[src/rtl/depacketizer_4.sv]
// ---------------------------------------------------------------------------
// depacketizer_4
//   Receive side of the 4-flit packetizer. Takes flits one per cycle from a
//   router ejection port, checks head/tail framing, reassembles the payload
//   and presents {data, dst, vc} on a registered valid/ready output.
//
// Ports
//   clk            clock
//   rst            asynchronous active-high reset
//   flit_in        flit: [FW-1]=valid [FW-2]=head [FW-3]=tail, then vc,
//                  then (head only) dst, then payload MSB-first
//   flit_valid_in  flit_in valid
//   flit_ready_out flit accepted when flit_valid_in & flit_ready_out
//   data_out       reassembled payload
//   dst_out        dst field of the head flit
//   vc_out         vc field of the head flit
//   valid_out      output word valid
//   ready_in       downstream ready
//   err_out        one-cycle pulse after a framing error
//
// Build option
//   DEPACK_VC_CHECK_EN : flits whose vc differs from ASSIGNED_VC are
//                        discarded with err_out; vc_out is tied to
//                        ASSIGNED_VC.
// ---------------------------------------------------------------------------
module depacketizer_4 #(
    parameter int ADDRESS_WIDTH    = 4,
    parameter int VC_ADDRESS_WIDTH = 1,
    parameter int WIDTH_PKT        = 36,
    parameter int WIDTH_DATA       = 12,
    parameter int ASSIGNED_VC      = 0
) (
    input  logic                        clk,
    input  logic                        rst,
    input  logic [WIDTH_PKT/4-1:0]      flit_in,
    input  logic                        flit_valid_in,
    output logic                        flit_ready_out,
    output logic [WIDTH_DATA-1:0]       data_out,
    output logic [ADDRESS_WIDTH-1:0]    dst_out,
    output logic [VC_ADDRESS_WIDTH-1:0] vc_out,
    output logic                        valid_out,
    input  logic                        ready_in,
    output logic                        err_out
);

    localparam int FW  = WIDTH_PKT / 4;
    localparam int AW  = ADDRESS_WIDTH;
    localparam int VCW = VC_ADDRESS_WIDTH;
    localparam int WD  = WIDTH_DATA;
    localparam int P1  = FW - 3 - AW - VCW;
    localparam int PN  = FW - 3 - VCW;
    localparam int SW  = P1 + 3 * PN;
    localparam int NUM_FLITS = (P1 >= WD)          ? 1 :
                               (P1 + PN >= WD)     ? 2 :
                               (P1 + 2 * PN >= WD) ? 3 : 4;
    localparam int CW  = 3;
    localparam logic [CW-1:0] NF = CW'(NUM_FLITS);

`ifdef DEPACK_VC_CHECK_EN
    localparam logic [VCW-1:0] AVC    = VCW'(ASSIGNED_VC);
    localparam logic [VCW-1:0] VC_RST = AVC;
`else
    localparam logic [VCW-1:0] VC_RST = '0;
`endif

    typedef enum logic [1:0] {
        IDLE = 2'd0,
        BODY = 2'd1,
        FULL = 2'd2
    } state_t;

    state_t            state_q;
    logic [CW-1:0]     cnt_q;
    logic [SW-1:0]     s_q;
    logic [AW-1:0]     pkt_dst_q;
    logic [VCW-1:0]    pkt_vc_q;
    logic [WD-1:0]     data_q;
    logic [AW-1:0]     dst_q;
    logic [VCW-1:0]    vc_q;
    logic              valid_q;
    logic              err_q;

    // Flit field decode
    logic              f_valid;
    logic              f_head;
    logic              f_tail;
    logic [VCW-1:0]    f_vc;
    logic [AW-1:0]     f_dst;
    logic [VCW-1:0]    head_vc;
    logic              vc_bad;

    assign f_valid = flit_in[FW-1];
    assign f_head  = flit_in[FW-2];
    assign f_tail  = flit_in[FW-3];
    assign f_vc    = flit_in[FW-4 -: VCW];
    assign f_dst   = flit_in[FW-4-VCW -: AW];

`ifdef DEPACK_VC_CHECK_EN
    assign vc_bad  = (f_vc != AVC);
    assign head_vc = AVC;
`else
    logic unused_cfg;
    assign unused_cfg = (ASSIGNED_VC != 0);
    assign vc_bad  = 1'b0;
    assign head_vc = f_vc;
`endif

    logic accept;
    logic take;
    logic reject;
    logic out_hs;
    state_t st_eff;
    logic [CW-1:0] cnt_inc;

    assign flit_ready_out = (state_q != FULL) | ready_in;
    assign accept  = flit_valid_in & flit_ready_out;
    assign take    = accept & f_valid & ~vc_bad;
    assign reject  = accept & f_valid & vc_bad;
    assign out_hs  = (state_q == FULL) & ready_in;
    assign cnt_inc = cnt_q + CW'(1);

    // A FULL-state handshake frees the output in the same cycle, so an
    // incoming flit is judged as if the FSM were already back in IDLE.
    assign st_eff  = out_hs ? IDLE : state_q;

    // Next reassembly vectors: a head starts a fresh vector with P1 at the
    // top; body flit k lands at its fixed slot below earlier fields.
    logic [SW-1:0] s_head_d;
    logic [SW-1:0] s_body_d;

    always_comb begin
        s_head_d = '0;
        s_head_d[SW-1 -: P1] = flit_in[P1-1:0];
        s_body_d = s_q;
        for (int unsigned k = 0; k < 3; k++) begin
            if (cnt_q == CW'(k + 1)) begin
                s_body_d[SW-1-P1-k*PN -: PN] = flit_in[PN-1:0];
            end
        end
    end

    always_ff @(posedge clk or posedge rst) begin
        if (rst) begin
            state_q   <= IDLE;
            cnt_q     <= '0;
            s_q       <= '0;
            pkt_dst_q <= '0;
            pkt_vc_q  <= VC_RST;
            data_q    <= '0;
            dst_q     <= '0;
            vc_q      <= VC_RST;
            valid_q   <= 1'b0;
            err_q     <= 1'b0;
        end else begin
            err_q <= 1'b0;

            if (out_hs) begin
                valid_q <= 1'b0;
                state_q <= IDLE;
            end

            if (reject) begin
                err_q <= 1'b1;
            end else if (take) begin
                if (f_head) begin
                    // Head in BODY abandons the partial packet and restarts.
                    if (st_eff == BODY) begin
                        err_q <= 1'b1;
                    end
                    pkt_dst_q <= f_dst;
                    pkt_vc_q  <= head_vc;
                    s_q       <= s_head_d;
                    cnt_q     <= CW'(1);
                    if (f_tail) begin
                        if (NUM_FLITS == 1) begin
                            state_q <= FULL;
                            valid_q <= 1'b1;
                            data_q  <= s_head_d[SW-1 -: WD];
                            dst_q   <= f_dst;
                            vc_q    <= head_vc;
                            cnt_q   <= '0;
                        end else begin
                            err_q   <= 1'b1;
                            state_q <= IDLE;
                            cnt_q   <= '0;
                        end
                    end else begin
                        state_q <= BODY;
                    end
                end else if (st_eff == BODY) begin
                    s_q   <= s_body_d;
                    cnt_q <= cnt_inc;
                    if (f_tail && cnt_inc == NF) begin
                        state_q <= FULL;
                        valid_q <= 1'b1;
                        data_q  <= s_body_d[SW-1 -: WD];
                        dst_q   <= pkt_dst_q;
                        vc_q    <= pkt_vc_q;
                        cnt_q   <= '0;
                    end else if (f_tail || cnt_inc >= NF) begin
                        err_q   <= 1'b1;
                        state_q <= IDLE;
                        cnt_q   <= '0;
                    end
                end else if (st_eff == IDLE) begin
                    err_q <= 1'b1;
                end
            end
        end
    end

    assign data_out  = data_q;
    assign dst_out   = dst_q;
    assign vc_out    = vc_q;
    assign valid_out = valid_q;
    assign err_out   = err_q;

endmodule
[config.mk]
export PLATFORM = sky130hd
export DESIGN_NAME = depacketizer_4
export DESIGN_NICKNAME = d
export VERILOG_FILES = /design/src/rtl/depacketizer_4.sv
export SDC_FILE = /design/constraint.sdc
export NUM_CORES = 1
export LEC_CHECK = 0
export CAP_MARGIN = 10
export CORE_MARGIN = 2
export CORE_UTILIZATION = 40
export CTS_CLUSTER_DIAMETER = 50
export DETAILED_ROUTE_END_ITERATION = 12
export PLACE_DENSITY = 0.68
export SLEW_MARGIN = 20
export SYNTH_ARGS = -nofsm -noshare
export SYNTH_HDL_FRONTEND = slang
export SYNTH_SLANG_ARGS = --single-unit
[constraint.sdc]
create_clock -name clk -period 1.8 [get_ports clk]
set_input_delay 0.36 -clock clk [delete_from_list [all_inputs] [get_ports clk]]
set_output_delay 0.36 -clock clk [all_outputs]
set_load 0.05 [all_outputs]
; ---- Word level (Yosys, flattened, before mapping)
; Cells that the tools add are included.
[word_totals]
elab_cells = 62
inputBits = 13
register_bits = 41
out_inout_bits = 20
[classes]
n_lt_le_gt_ge = 1
addsub = 1
eq_ne = 7
bitwise_logic = 5
n_reduce_logical = 7
muxes = 30
[ops]
columns = cell, count
row1 = 16-bit two-way mux, 1
row2 = 1-bit two-way mux, 15
row3 = 15-bit two-way mux, 1
row4 = 5-bit two-way mux, 3
row5 = 2-bit two-way mux, 6
row6 = 3-bit two-way mux, 4
row7 = 3-bit by 2-bit == test with 1-bit output (second input constant), 2
row8 = 2-bit AND reduction, 2
row9 = 4-bit AND reduction, 1
row10 = 3-bit by 1-bit adder with 3-bit output (second input constant), 1
row11 = 1-bit AND, 3
row12 = 3-bit by 1-bit == test with 1-bit output (second input constant), 1
row13 = 3-bit == test (second input constant), 1
row14 = 3-bit >= comparator (second input constant), 1
row15 = 2-bit by 1-bit == test with 1-bit output (second input constant), 1
row16 = 2-bit == test (second input constant), 1
row17 = 2-bit logical NOT, 1
row18 = 2-bit inequality test (second input constant), 1
row19 = 2-bit nonzero test, 1
row20 = 1-bit logical AND, 1
row21 = 1-bit logical OR, 1
row22 = 1-bit inverter, 1
row23 = 1-bit OR, 1

; ---- Longest topological paths before layout
; Gate-level depths: netlist of run 1.
[depth]
word_depth = 8
ltp_mapped = 6

; ---- Worst setup path before layout of run 1
; Ideal clock, no wire load.
[synth_timing]
path_type = reg2reg
startpoint = reg cnt_q[1]
endpoint = reg data_q[0] (netlist: data_out[0])
path_stages_with_launch = 7
t_arrival_ns = 1.585
period_less_slack_ns = 1.710
required_time_ns = 1.675
setup_slack_ns = 0.090
setup_ns = 0.125
n_path_buf = 1
path_cell_list = dfrtp_1 > ha_1 > ha_1 > nand2_1 > nor3_4 > buf_6 > mux2_2
[synth_between]
elab_chain_len = 4
elab_cells_between_ends = 6
[synth_rtl]
columns = element, line_no
row1 = start: declaration, 73  ; logic [CW-1:0] cnt_q;
row2 = start signal: assignment, 192  ; cnt_q <= cnt_inc;
row3 = 3-bit by 1-bit adder with 3-bit output, 120  ; assign cnt_inc = cnt_q + CW'(1);
row4 = 3-bit == test, 193  ; if (f_tail && cnt_inc == NF) begin
row5 = 1-bit logical AND, 193
row6 = 4-bit AND reduction (no line), --
row7 = end signal: assignment, 178  ; data_q <= s_head_d[SW-1 -: WD];
row8 = end signal: assignment, 196  ; data_q <= s_body_d[SW-1 -: WD];
row9 = end: declaration, 77  ; logic [WD-1:0] data_q;
; Parallel ways exist; a longest one is shown, timed or not. The select of a mux whose other input is x is not followed.
; A chain may end at the register's enable or synchronous reset.

; ---- Worst setup path in the final report of run 1
[layout_timing]
startpoint = in ready_in
endpoint = out flit_ready_out
[layout_between]
elab_chain_len = 1
[layout_rtl]
columns = element, line_no
row1 = start: declaration, 42  ; input logic ready_in,
row2 = 1-bit OR, 115  ; assign flit_ready_out = (state_q != FULL) | ready_in;
row3 = end: declaration, 37  ; output logic flit_ready_out,
; Every way passes these cells.

==> results.toml, run 1 <==
[drt]
ant_nets = 0
drt_iter0_markers = 36
dr_total_vias = 1308
vias_per_cell = 5.070
firstDrtPassIters = 4
drt_wl_total_mm = 4.066
avgRoutedWirePerCell_um = 15.76
drc_errors = 0

[sta]
fin_skew_ns = 0.005871
setup_violations = 0
rsz0062_at_grt = "yes"
worstMarginPinSlew_ns = 0.5243
max-slew-margin-rel_pct = 65.05
min_period_ns = 1.764
period_share_pct = 97.98
slew_violations = 0
hold_viol = 0
fmax_ghz = 0.5670

[yosys]
ys_async_sr_fraction_pct = 100.0
ys.flop_type = "dfrtp_1"
ys_seq_area_share_pct = 51.96
syn_area_per_cell_um2 = 13.62
ys_warn_count = 0
synth_fp_nets = 163
synth_cell_types = 34
syn_inst = 145
syn_area_mm2 = 0.001974
synth_edf_count = 0
yosys_register_bits = 41

[floorplan]
start_util_pct = 41.53
fp.dieW_um = 74.26
rows = 25
dieArea_mm2 = 0.005514
io_pins = 33
design.core.area_mm2 = 0.004755
fp.dieH_um = 74.26

[final_layout]
area_growth_pct = 26.93
fin_area_mm2 = 0.002506
final_cell_mix = "40 x dfrtp_1, 33 x buf_4, 28 x mux2_2"
n_antenna_cell = 0
mostFrequentLayoutCell = "dfrtp_1"
final_layout_size_suffix_gt1_share_pct = 42.93
fin_nets = 208
final_util_pct = 52.71

[pwr]
vdd_drop_max_mv = 0.4949
powerDensity_mw_per_mm2 = 939.4
cellLeakagePower_nw = 1.253

[clock_network]
cts-buffers-inserted = 5
cts_max_level = 2
clock_sinks = 41
ctsHoldBuffers = 0
tritoncts = "done"
cts-root-buf = "clkbuf_8"
cts_setup_buffers = 0
cts_buffer_depth = 2
path_clk_slew_ns = 0.08
clk_latency_ns = 0.29

[grt]
grt_pass1_wl_mm = 6.810
grtUsageTotal_pct = 16.65
antenna_found_initial = 0
grt_remaining_overflow = 0
grt_max_degree = 42
first_global_vias = 1444

[worst_setup_path]
cpLargestDelayFamily = "buffers and inverters"
cp.required_ns = 1.44
path_cells = "clkdlybuf4s50_1 -> or3b_4 -> buf_6"
crit_path_top_delay_cell = "or3b_4"
cp_num_buf_inv = 2
arrival_ns = 1.40
worst-path-max-fanout = 7
cp-end-kind = "primary output"
cp_slowest_stage_delay_ns = 0.44
start_kind = "input port"
crit_type = "in -> out"

[placement]
port_buffers = 32
place_area_mm2 = 0.002370
dp_hpwl_mm = 3.005
place.gp.congestion = 0.8351

[worst_hold_path]
hold_class = "reg -> reg"

[run_status]
status = "complete, no violations"

[run]
maxCapViolCount = 0
## metrics by stage
| stage | hold slack (ns) | total power, mW | instances | setup TNS [ns] | setup slack [ns] |
|---|---|---|---|---|---|
| detailed placement | 0.4673 | 1.599 | 250 | -3.617 | -0.1497 |
| floorplan | 0.4491 | 1.438 | 145 | 0 | 0.09049 |
| global route | 0.5140 | 2.452 | 258 | -0.1329 | -0.01951 |
| finish | 0.4805 | 2.354 | 258 | 0 | 0.03630 |
| global placement | 0.4631 | 1.578 | 250 | -2.157 | -0.09350 |
| CTS | 0.4858 | 2.367 | 258 | 0 | 0.009742 |
## what timing repair did
action                     CTS  global route
pin swaps                    0             0
setup endpoints to repair    1            17
gates resized for setup      2             3
## routing by layer
| metal | vias to the layer above | global-route usage, % | part of all wire [%] |
|---|---|---|---|
| met4 | 0 | 7.540 | 1.9 |
| li1 | 615 | - | - |
| met2 | 34 | 28.17 | 51 |
| met5 | - | 0 | 0 |
| met3 | 9 | 3.388 | 3.5 |
| met1 | 650 | 20.61 | 43 |
## cell usage after synthesis, types with 2 or more instances
master | count | area share, %
dfrtp_1 | 41 | 52
ha_1 | 5 | 3.2
mux2_2 | 28 | 16
nor3_1 | 2 | 0.51
inv_1 | 7 | 1.3
nand2b_1 | 4 | 1.3
a21o_1 | 3 | 1.1
a22o_1 | 11 | 4.9
o2111ai_1 | 3 | 1.3
nor4bb_1 | 2 | 1.0
nor2b_1 | 3 | 0.95
mux2_4 | 6 | 4.6
nand2_1 | 4 | 0.76
clkbuf_1 | 3 | 0.57
buf_6 | 4 | 2.3
## worst register-to-register path, cell delays in order (launching register included)
cell and delay (ns):
dfrtp_1 0.42, ha_1 0.24, ha_1 0.34, mux2_2 0.29
o221ai_1 0.19, o311a_1 0.22
## final cells by class
cell class                      instances  area (µm²)
Multi-Input combinational cell         89       873.3
Timing Repair Buffer                   46       379.1
Inverter                                7       26.28
Clock buffer                            7       86.33
Fill cell                             427        2248
Clock inverter                          1       30.03
Sequential cell                        41        1027
Tap cell                               67       83.83
## state kept, by name, indices dropped and copies added, names as in the netlist
signal     cells
cnt_q          3
pkt_vc_q       1
pkt_dst_q      4
vc_out         1
valid_out      1
state_q        2
s_q           12
data_out      12
err_out        1
dst_out        4
## where the power goes
part | switching [mW] | internal (mW) | leakage (nW)
clock | 0.318 | 0.452 | 0.0585
sequential | 0.0578 | 1.01 | 0.549
combinational | 0.269 | 0.248 | 0.646
## path summary, 6_finish.rpt
check	from	endpoint	slack [ns]	cells past startpoint
worst max-delay path	ready_in	flit_ready_out	0.04	3
worst min-delay path	valid_out	valid_out	0.48	1
worst max register to register	cnt_q[0]	err_out	0.04	5
worst min register to register	valid_out	valid_out	0.48	1
max in group asynchronous	rst	state_q[1]	0.94	3
min in group asynchronous	rst	valid_out	0.49	3
## logic make-up after synthesis
family | share of synthesized area (%)
flops | 51.96
mux | 21.04
compound gates | 10.27
simple gates | 8.999
buf+inv | 4.563
fa+ha+maj | 3.169
No activity file was read; power rests on OpenSTA's default activity.
==> run 2, diff against run 1 <==
TNS_END_PERCENT = 50   (was unset)
==> results of run 2 <==
The final DEF is identical to that of run 1; final timing and power are the same.
==> run 3, diff against run 2 <==
CORE_MARGIN = unset   (was 2)
==> run 3 against run 2 <==
  * Register-to-register slack improved by 0.07 ns
  * Via count grew 0.76%
  * Worst setup slack lost 0.032 ns
  * Die area shrank 5.3%
  * Design area decreased by 1.1%
  * Combinational power down 1%
  * Critical path depth unchanged
  * Global-route usage increased by 0.36 points
  * Clock power decreased by 22%
  * Critical endpoint unchanged
  * Largest cell class unchanged
  * Largest power group unchanged
==> results.toml, run 3 (same netlist as run 1, synthesis figures left out) <==
[floorplan]
dieArea_mm2 = 0.005221
start_util_pct = 41.80
io_pins = 33
design.core.area_mm2 = 0.004723
fp.dieW_um = 72.26
rows = 25
fp.dieH_um = 72.26

[sta]
fin_skew_ns = 0.007894
setup_violations = 0
worstMarginPinSlew_ns = 0.5135
rsz0062_at_grt = "yes"
fmax_ghz = 0.5570
period_share_pct = 99.75
hold_viol = 0
max-slew-margin-rel_pct = 65.77
min_period_ns = 1.795
slew_violations = 0

[final_layout]
mostFrequentLayoutCell = "dfrtp_1"
n_antenna_cell = 0
fin_nets = 207
final_layout_size_suffix_gt1_share_pct = 42.33
area_growth_pct = 25.48
final_cell_mix = "40 x dfrtp_1, 32 x buf_4, 28 x mux2_2"
fillers = 425
seqCellArea_mm2 = 0.001027
multi_input_area_um2 = 873.3
final_util_pct = 52.45

[clock_network]
tritoncts = "done"
cts_max_level = 2
cts_setup_buffers = 0
ctsHoldBuffers = 0
cts-buffers-inserted = 5
clk_latency_ns = 0.29
cts-root-buf = "clkbuf_8"
path_clk_slew_ns = 0.08
cts_buffer_depth = 2
clock_sinks = 41

[worst_setup_path]
cp.required_ns = 1.44
worst-path-max-fanout = 7
start_kind = "input port"
arrival_ns = 1.44
cp-end-kind = "primary output"
crit_type = "in -> out"

[placement]
port_buffers = 32
place.gp.congestion = 0.8223
dp_hpwl_mm = 2.802

[grt]
grt_pass1_wl_mm = 6.755
grt_max_degree = 42
grtUsageTotal_pct = 17.01
first_global_vias = 1400
grt_remaining_overflow = 0
antenna_found_initial = 0

[pwr]
total_power_mw = 2.182
cellLeakagePower_nw = 1.234
vdd_drop_max_mv = 0.5997
powerDensity_mw_per_mm2 = 880.7

[drt]
avgRoutedWirePerCell_um = 15.36
firstDrtPassIters = 4
drt_wl_total_mm = 3.932
drc_errors = 0
drt_iter0_markers = 74
vias_per_cell = 5.148
met3_length_um = 122
dr_total_vias = 1318
wl_met1_mm = 1.784
ant_nets = 0
top_layer_used = "met4"
wl_met2_mm = 1.970

[run]
maxCapViolCount = 0

[run_status]
status = "complete, no violations"

[worst_hold_path]
hold_class = "in -> async"
==> run 3: area by class of cell <==
| class | count | share of cell area, % |
|---|---|---|
| inverters | 7 | 1.061 |
| flip-flops and latches | 41 | 41.46 |
| repair buffers | 45 | 15.35 |
| multi-input cells | 89 | 35.25 |
| clock buffers | 7 | 3.485 |
| well taps | 67 | 3.384 |
==> run 3: path summary, 6_finish.rpt <==
path | from | end | slack (ns) | depth (start not counted)
worst max register to register | cnt_q[0] | err_out | 0.11 | 5
max in group asynchronous | rst | state_q[1] | 0.94 | 3
worst min register to register | valid_out | valid_out | 0.49 | 1
worst max-delay path | ready_in | flit_ready_out | 0.005 | 3
worst min-delay path | rst | data_out[1] | 0.49 | 3
min in group clk | valid_out | valid_out | 0.49 | 1
==> run 3: through the flow <==
stage                     hold WS [ns]  TNS (ns)  instances  instance area, µm²  setup slack [ns]
after floorplan                 0.4491         0        145                1974           0.09049
after global placement          0.4635    -1.751        249                2375          -0.08447
after CTS                       0.4922         0        256                2465           0.01218
after global routing            0.5162  -0.03618        256                2477          -0.03618
after detailed placement        0.4724    -3.174        249                2375           -0.1214
final                           0.4884         0        256                2477          0.004526
==> run 3: critical path, stage by stage <==
cell	delay (ns)
clkdlybuf4s50_1	0.43
or3b_4	0.44
buf_4	0.21
==> run 3: per-layer routing <==
metal / global-route usage [%] / vias up
met2: 27.52 / 23
li1: - / 612
met3: 4.167 / 7
met5: 0 / -
met4: 5.882 / 0
met1: 22.37 / 676
==> run 3: report_power, final <==
| group | total (mW) | internal [mW] | switching, mW |
|---|---|---|---|
| logic | 0.511 | 0.248 | 0.263 |
| registers | 1.07 | 1.01 | 0.0576 |
| clock network | 0.603 | 0.304 | 0.299 |
| total | 2.18 | 1.56 | 0.620 |
==> run 3: repair_timing <==
| item | CTS | global route |
|---|---|---|
| gates resized for setup | 2 | 2 |
| endpoints found under the hold margin | 0 | 0 |
| setup endpoints to repair | 1 | 11 |
